==> src/rtl/decode_fetch_ctrl.sv <==
// Decode-stage front end: fetches words into a byte buffer, presents a byte window, retires lengths, handles redirects.
// Optional statistics counters (stat_retired, stat_starved) are enabled by defining DECODE_FETCH_STATS_EN.
module decode_fetch_ctrl #(
    parameter int WIN_BYTES = 9,
    parameter int BUF_BYTES = 16
) (
    input  logic                   clk,
    input  logic                   rst_n,
    input  logic                   redirect,
    input  logic [31:0]            redirect_pc,
    output logic                   fetch_valid,
    input  logic                   fetch_ready,
    output logic [31:0]            fetch_addr,
    input  logic                   fetch_rvalid,
    input  logic [31:0]            fetch_rdata,
    output logic [8*WIN_BYTES-1:0] window,
    output logic                   window_valid,
    output logic [31:0]            window_pc,
    input  logic                   consume_valid,
    input  logic [3:0]             consume_len,
    output logic                   err
`ifdef DECODE_FETCH_STATS_EN
    ,
    output logic [31:0]            stat_retired,
    output logic [31:0]            stat_starved
`endif
);

    localparam int CW = $clog2(BUF_BYTES + 1);
    localparam int IW = $clog2(BUF_BYTES);

    typedef enum logic [1:0] {IDLE, RUN, HALT} state_t;

    state_t          state_reg, state_next;
    logic [CW-1:0]   count_reg, count_next;
    logic [31:0]     pc_reg, pc_next;
    logic [31:0]     fetch_addr_reg, fetch_addr_next;
    logic [31:0]     restart_reg, restart_next;
    logic            pend_reg, pend_next;
    logic            stale_reg, stale_next;
    logic            inflight_reg, inflight_next;
    logic            drop_reg, drop_next;
    logic            first_reg, first_next;
    logic [1:0]      off_reg, off_next;
    logic [7:0]      fifo_reg [BUF_BYTES];
    logic [7:0]      rbyte [4];

    logic            accept;
    logic            cons_act;
    logic            cons_legal;
    logic            do_shift;
    logic            fill;
    logic [1:0]      skip;
    logic [CW-1:0]   shift_len;
    logic [CW-1:0]   post_cnt;
    logic [CW-1:0]   appended;

    genvar gi;

    assign window_valid = (state_reg == RUN) && (count_reg >= CW'(WIN_BYTES));
    // A pending request is held even outside RUN so its address stays stable until accepted.
    assign fetch_valid  = pend_reg ||
                          ((state_reg == RUN) && !inflight_reg && (count_reg <= CW'(BUF_BYTES - 4)));
    assign fetch_addr   = fetch_addr_reg;
    assign window_pc    = pc_reg;
    assign err          = (state_reg == HALT);

    assign accept     = fetch_valid && fetch_ready;
    assign cons_act   = consume_valid && window_valid;
    assign cons_legal = (consume_len != 4'd0) && ({28'd0, consume_len} <= 32'(WIN_BYTES));
    assign do_shift   = !redirect && cons_act && cons_legal;
    assign fill       = !redirect && fetch_rvalid && inflight_reg && !drop_reg;
    assign skip       = first_reg ? off_reg : 2'd0;
    assign shift_len  = do_shift ? CW'(consume_len) : '0;
    assign post_cnt   = count_reg - shift_len;
    assign appended   = fill ? (CW'(4) - CW'(skip)) : '0;
    assign count_next = redirect ? '0 : (post_cnt + appended);

    generate
        for (gi = 0; gi < 4; gi++) begin : g_rbyte
            assign rbyte[gi] = fetch_rdata[8*gi +: 8];
        end
        for (gi = 0; gi < WIN_BYTES; gi++) begin : g_win
            assign window[8*gi +: 8] = fifo_reg[gi];
        end
    endgenerate

    // Each buffer byte takes the shifted byte, then is overwritten by an appended byte if it lands here.
    // Bytes at or above count are always zero, so the window needs no masking.
    generate
        for (gi = 0; gi < BUF_BYTES; gi++) begin : g_byte
            localparam logic [CW:0] GI = (CW+1)'(gi);
            logic [CW:0] src;
            logic [CW:0] rel;
            logic [CW:0] k;
            logic [7:0]  byte_next;

            always_comb begin
                byte_next = '0;
                src       = GI + {1'b0, shift_len};
                rel       = GI - {1'b0, post_cnt};
                k         = rel + {{(CW-1){1'b0}}, skip};
                if (!redirect) begin
                    if (src < (CW+1)'(BUF_BYTES)) begin
                        byte_next = fifo_reg[src[IW-1:0]];
                    end
                    if (fill && (GI >= {1'b0, post_cnt}) && (k < (CW+1)'(4))) begin
                        byte_next = rbyte[k[1:0]];
                    end
                end
            end

            always_ff @(posedge clk or negedge rst_n) begin
                if (!rst_n) begin
                    fifo_reg[gi] <= '0;
                end else begin
                    fifo_reg[gi] <= byte_next;
                end
            end
        end
    endgenerate

    always_comb begin
        state_next      = state_reg;
        pc_next         = pc_reg;
        fetch_addr_next = fetch_addr_reg;
        restart_next    = restart_reg;
        pend_next       = pend_reg;
        stale_next      = stale_reg;
        inflight_next   = inflight_reg;
        drop_next       = drop_reg;
        first_next      = first_reg;
        off_next        = off_reg;
        if (redirect) begin
            state_next    = RUN;
            pc_next       = redirect_pc;
            first_next    = 1'b1;
            off_next      = redirect_pc[1:0];
            inflight_next = accept || (inflight_reg && !fetch_rvalid);
            drop_next     = accept || (inflight_reg && !fetch_rvalid);
            if (fetch_valid && !fetch_ready) begin
                // Old-address request keeps its address; the new stream starts once it is accepted.
                pend_next    = 1'b1;
                stale_next   = 1'b1;
                restart_next = {redirect_pc[31:2], 2'b00};
            end else begin
                pend_next       = 1'b0;
                stale_next      = 1'b0;
                fetch_addr_next = {redirect_pc[31:2], 2'b00};
            end
        end else begin
            if (cons_act && !cons_legal) begin
                state_next = HALT;
            end
            if (do_shift) begin
                pc_next = pc_reg + {28'd0, consume_len};
            end
            if (fetch_rvalid && inflight_reg) begin
                inflight_next = 1'b0;
                drop_next     = 1'b0;
            end
            if (fill) begin
                first_next = 1'b0;
            end
            if (accept) begin
                inflight_next = 1'b1;
                pend_next     = 1'b0;
                if (stale_reg) begin
                    drop_next       = 1'b1;
                    stale_next      = 1'b0;
                    fetch_addr_next = restart_reg;
                end else begin
                    fetch_addr_next = fetch_addr_reg + 32'd4;
                end
            end else if (fetch_valid) begin
                pend_next = 1'b1;
            end
        end
    end

    always_ff @(posedge clk or negedge rst_n) begin
        if (!rst_n) begin
            state_reg      <= IDLE;
            count_reg      <= '0;
            pc_reg         <= '0;
            fetch_addr_reg <= '0;
            restart_reg    <= '0;
            pend_reg       <= 1'b0;
            stale_reg      <= 1'b0;
            inflight_reg   <= 1'b0;
            drop_reg       <= 1'b0;
            first_reg      <= 1'b0;
            off_reg        <= 2'd0;
        end else begin
            state_reg      <= state_next;
            count_reg      <= count_next;
            pc_reg         <= pc_next;
            fetch_addr_reg <= fetch_addr_next;
            restart_reg    <= restart_next;
            pend_reg       <= pend_next;
            stale_reg      <= stale_next;
            inflight_reg   <= inflight_next;
            drop_reg       <= drop_next;
            first_reg      <= first_next;
            off_reg        <= off_next;
        end
    end

`ifdef DECODE_FETCH_STATS_EN
    logic [31:0] retired_reg, starved_reg;

    always_ff @(posedge clk or negedge rst_n) begin
        if (!rst_n) begin
            retired_reg <= '0;
            starved_reg <= '0;
        end else if (redirect && (state_reg == IDLE)) begin
            retired_reg <= '0;
            starved_reg <= '0;
        end else begin
            if (do_shift) begin
                retired_reg <= retired_reg + 32'd1;
            end
            if ((state_reg == RUN) && !window_valid) begin
                starved_reg <= starved_reg + 32'd1;
            end
        end
    end

    assign stat_retired = retired_reg;
    assign stat_starved = starved_reg;
`endif

endmodule

==> config.mk <==
export PLATFORM = sky130hd
export DESIGN_NAME = decode_fetch_ctrl
export DESIGN_NICKNAME = d
export VERILOG_FILES = /design/src/rtl/decode_fetch_ctrl.sv
export SDC_FILE = /design/constraint.sdc
export NUM_CORES = 1
export LEC_CHECK = 0
export BUFFER_PORTS_ARGS = -buffer_cell sky130_fd_sc_hd__buf_2
export CAP_MARGIN = 20
export CORE_MARGIN = 1
export CORE_UTILIZATION = 35
export DETAILED_ROUTE_END_ITERATION = 10
export SYNTH_ARGS = -nofsm -noshare
export SYNTH_HDL_FRONTEND = slang
export SYNTH_SLANG_ARGS = --single-unit
==> constraint.sdc <==
create_clock -name clk -period 7.1 [get_ports clk]
set_input_delay 0.71 -clock clk [delete_from_list [all_inputs] [get_ports clk]]
set_output_delay 0.71 -clock clk [all_outputs]
set_load 0.01 [all_outputs]
Yosys cells after proc, flatten, opt, wreduce, memory -nomap -nowiden. Cells that the tools add are included.

Logic and storage cells: 432. Input bits: 74. Flip-flop bits (word level): 236. Output and inout port bits: 139.

Mux-type cells: 171. Bitwise gates (word level): 32. Eq/ne operators: 3. Reduce and logical (&&, ||, !) cells: 64. Add/subtract/negate cells: 52. Magnitude comparators: 83.

Operators with widths (count): two-way mux 8 bit (112); binary-select mux 8 bit (select 4 bit) (16); binary-select mux 8 bit (select 2 bit) (16); two-way mux 32 bit (6); adder 6 x 2 -> 6 bit (16); less-than comparator 6 x 3 -> 1 bit (second input constant) (16); greater-or-equal comparator 5 bit (second input constant) (16); NOT 4 -> 5 bit (16); less-than comparator 5 bit (second input constant) (15); greater-or-equal comparator 3 bit (second input constant) (16); NOT 2 -> 3 bit (16); subtractor 4 x 5 -> 6 bit (first input constant) (8); logical AND 1 bit (47); adder 4 x 4 -> 5 bit (first input constant) (8); greater-or-equal comparator 4 x 5 -> 1 bit (first input constant) (8); adder 32 x 3 -> 32 bit (second input constant) (1); adder 32 x 4 -> 32 bit (1); subtractor 3 x 5 -> 6 bit (first input constant) (4); adder 3 x 4 -> 5 bit (first input constant) (4); greater-or-equal comparator 3 x 5 -> 1 bit (first input constant) (4); two-way mux 1 bit (15); subtractor 1 x 5 -> 6 bit (first input constant) (2); subtractor 2 x 5 -> 6 bit (first input constant) (2); adder 2 x 4 -> 5 bit (first input constant) (2); 22 further kinds (38).

Longest topological paths before layout.
Depth in word-level cells: 15. Depth in mapped cells: 24. Depth with buffers taken out: 18.

Worst setup path after synthesis. OpenSTA, ideal clock, no wires.

Path type: input to register. Start point: input port redirect. End point: register fifo_reg[12] in the netlist's numbering. Stages: 24. Setup slack: 1632 ps. Data required time: 6970 ps. Arrival time: 5338 ps. Path buffers: 6. Library setup time: 130 ps. Path through: buf_4 -> nor2b_1 -> and3_1 -> and2_1 -> buf_6 -> buf_4 -> buf_4 -> ha_1 -> inv_1 -> fa_1 -> ha_1 -> inv_1 -> ha_1 -> inv_1 -> fa_1 -> clkbuf_1 -> a2111o_1 -> a21oi_1 -> o21ai_0 -> a2111oi_4 -> or4b_1 -> buf_2 -> a2bb2oi_1 -> o21ai_1.

Longest elaborated chain between the ends: 13.

Ends and longest elaborated chain: start, declared (line 9) `input logic redirect,`; parallel branches: the longest is 12 deep, another holds subtractor 4 x 5 -> 6 bit; two-way mux 8 bit * (line 103) `if (!redirect) begin`; net g_byte[14].byte_next[4] (line 96) `logic [7:0] byte_next;`; end signal, assigned by index (line 117) `fifo_reg[gi] <= byte_next;`; end, declared (line 45) `logic [7:0] fifo_reg [BUF_BYTES];`.

Mark *: on every way through the listed nets, which the timed path passes. The select of a mux whose other input is x is not followed. A chain may end at the register's enable or synchronous reset.

Worst setup path in the final report.
Start point: input port consume_len[2]. End point: register fifo_reg[15] in the netlist's numbering.

Longest elaborated chain between the ends: 13.

Ends and longest elaborated chain: start, declared (line 20) `input logic [3:0] consume_len,`; less-or-equal comparator 4 bit or nonzero test 4 bit (tied branches) (line 70) `assign cons_legal = (consume_len != 4'd0) && ({28'd0, consume_len} <= 32'(WIN_BYTES));`; logical AND 1 bit (line 70); logical AND 1 bit (line 71) `assign do_shift = !redirect && cons_act && cons_legal;`; two-way mux 4 bit * (line 74) `assign shift_len = do_shift ? CW'(consume_len) : '0;`; parallel branches: the longest is 7 deep, another holds subtractor 4 x 5 -> 6 bit; two-way mux 8 bit * (line 107) `if (fill && (GI >= {1'b0, post_cnt}) && (k < (CW+1)'(4))) begin`; two-way mux 8 bit * (line 103); net g_byte[14].byte_next[7] (line 96).

Marks and branches as above.

==> metrics.txt <==
Tcrit/Tclk final between 80% and 90%; delay-heaviest family, CP simple AND/OR/NAND/NOR gates; P per Cell Area approximately 240 nW/um^2; share of cells above drive strength 1 23.2%; CP max stage delay around 0.67 ns; Final setup viols 0; Final Hold Fails 0; met2 routed WL around 38 mm; Mapped Avg Cell Area between 9 and 10 sq um; number of hold buffers added after CTS 0; via count roughly 18000; Die ar. 59600 sq um; CTS Sinks 234; Gates resized, CTS repair 0; CTS tree built; #FFs+latches synth ~230; CP Class input port to flop; deepest clock path buffer count 3; CP startpoint consume_len[2]; most common cell after layout, fill and taps aside mux2i_1; Post-synth EDFFs 0; Synth Cell Area roughly 20000 sq um; TritonCTS Buffers 30; port bufs 210; warnings from Yosys 0; Total GRT Usage between 20 and 30%; post-CTS setup buffer count 0; routed vias/inst 6.29; RSZ-0062 raised after global routing false; Clock Latency Late Sink 0.61 ns; Least-Margin Pin Slew approximately 1.1 ns; met1 WL ~30 mm; Cell variety after synth approximately 100; status completed; core area 57800 sq um; RR Startpoint count_reg[4]; filler cell count around 5800; Setup Skew roughly 0.041 ns; max-slew violations 0; CP required roughly 7.6 ns; Placement Cell Area roughly 22000 sq um; top routing layer used met5; DRT iter0 DRCs between 1500 and 2000; CTS H-Tree Depth 1; CTS root buf clkbuf_16; Residual DRC 0; met3 routed WL 5.10 mm; type of origin of the critical path input port; Tmin final ~5.9 ns; Reg clk slew, reported paths ~0.060 ns; Max Cap Violations 0; initial antenna violation count 7; sequential-to-total area share from yosys stat roughly 29%; routed len/inst 26.8 microns; CP max-delay cell a2111oi_4; Static Leak 9.84 nW; I/O pin count between 200 and 250; final instance area 22600 sq um; Antenna Violating Nets Remaining 0; WL final 78.5 mm; worst endpoint data arrival time 6.34 ns; Initial Util 35.5%; final-stage net count 2264; vias in the first global route about 18000; footprint of the multi-input gates between 10000 and 15000 sq um; drt pass-1 iters 5; hpwl dp around 60 mm; RD Place Congestion roughly 1.0; setup TNS 0 ns; Max FO, Critical Path 15; fraction of registers with async set/reset 100%; worst path buffer plus inverter count 2; most frequent cells in the layout 258 x mux2i_1, 234 x dfrtp_1, 208 x buf_2; Mapped Cells between 2000 and 2500; fmax between 150 and 200 MHz; Reg area 5860 sq um; area grow syn2layout 9.93%; total gr overflow 0; pin count of the biggest net entering global routing 127; VDD IR-drop max ~0.23 mV; Slew HR 28.1%; first-pass GRT wire length roughly 120 mm; Die Y 244 microns; width of the chip 244 microns; crit-path cells buf_2 > nor4bb_1 > nand4_2 > ha_1 > a21oi_1 > and3_1 > or2_1 > inv_1 > ha_1 > a2111o_1 > a21oi_1 > o21ai_0 > a2111oi_4 > or4b_1 > a2bb2oi_1 > o21ai_1; Setup crit end kind flop; # rows 88; Finished Core Util 39.0%; HP Class input port to async pin; dominant synthesized flop cell dfrtp_1; max FFs per register 72
cell usage after synthesis, types with 21 or more instances:
library cell,n,area share [%]
o22ai_1,30,0.91
buf_4,88,3.2
o22a_1,24,1.0
o32ai_1,28,1.2
nand2_1,163,3.0
xnor2_1,21,0.90
mux2_2,65,3.6
mux2i_1,258,13
nor2_1,75,1.4
buf_2,36,0.88
nor3_1,39,0.95
clkbuf_1,81,1.5
ha_1,39,2.4
a22o_1,69,2.9
nand3_1,48,1.2
a21oi_1,89,2.2
dfrtp_1,234,29
inv_1,82,1.5
o221ai_1,25,1.1
mux4_2,97,11
o21ai_0,129,3.1
per-stage QoR:
step	hold slack, ns	std cells	total power, mW	setup slack [ns]
2_1_floorplan	0.414	2097	3.16	1.63
3_3_place_gp	0.486	2874	3.80	1.04
3_5_place_dp	0.495	2875	3.83	0.823
4_1_cts	0.199	2929	5.50	1.45
5_1_grt	0.220	2931	5.77	0.907
6_report	0.112	2931	5.49	1.24
metal layers:
metal	up-vias	global-route usage, %
met2	879	43.3
met4	6	17.0
li1	8033	-
met1	9281	30.6
met3	251	4.09
met5	-	0
report_power, final:
group	leakage [nW]	internal (mW)	switching, mW
clock network	0.510	1.02	0.645
logic	6.27	0.772	1.16
registers	3.06	1.58	0.323
total	9.84	3.36	2.13
worst paths after layout:
kind | cells past startpoint | slack (ns) | endpoint
worst max-delay path | 16 | 1.24 | fifo_reg[15]
worst min-delay path | 1 | 0.11 | window[29]
worst max register to register | 15 | 1.44 | fifo_reg[15]
worst min register to register | 1 | 0.51 | restart_reg[10]
max in group asynchronous | 2 | 5.62 | restart_reg[10]
min in group clk | 2 | 0.34 | pend_reg
worst register-to-register path, delay by kind of cell, from the launching register on:
| family | cells | cell delay, ns |
|---|---|---|
| flip-flops | 1 | 0.48 |
| AND/OR/NAND/NOR | 5 | 2.28 |
| adder cells (fa/ha/maj) | 2 | 0.78 |
| AO/OA/AOI/OAI | 7 | 1.91 |
| buffers and inverters | 1 | 0.12 |
final cells by class:
cell class / count / area share (%)
repair buffers: 244 / 5.92
multi-input cells: 1545 / 57.7
flip-flops and latches: 234 / 26.0
inverters: 87 / 1.45
clock buffers: 42 / 3.80
clock inverters: 12 / 0.860
diodes: 2 / 0.0222
well taps: 765 / 4.24
kinds of logic (layout without fill, tap and decap cells):
family,Yosys count,in the layout,synth area share [%]
XOR/XNOR,28,28,1.32
AND/OR/NAND/NOR,471,471,11.8
AO/OA/AOI/OAI,573,573,20.0
adder cells (fa/ha/maj),48,48,3.26
flip-flops,234,234,28.5
buffers and inverters,318,385,8.13
multiplexers,423,423,27.0
other,1,4,0.0183
No activity file was read; power rests on OpenSTA's default activity.
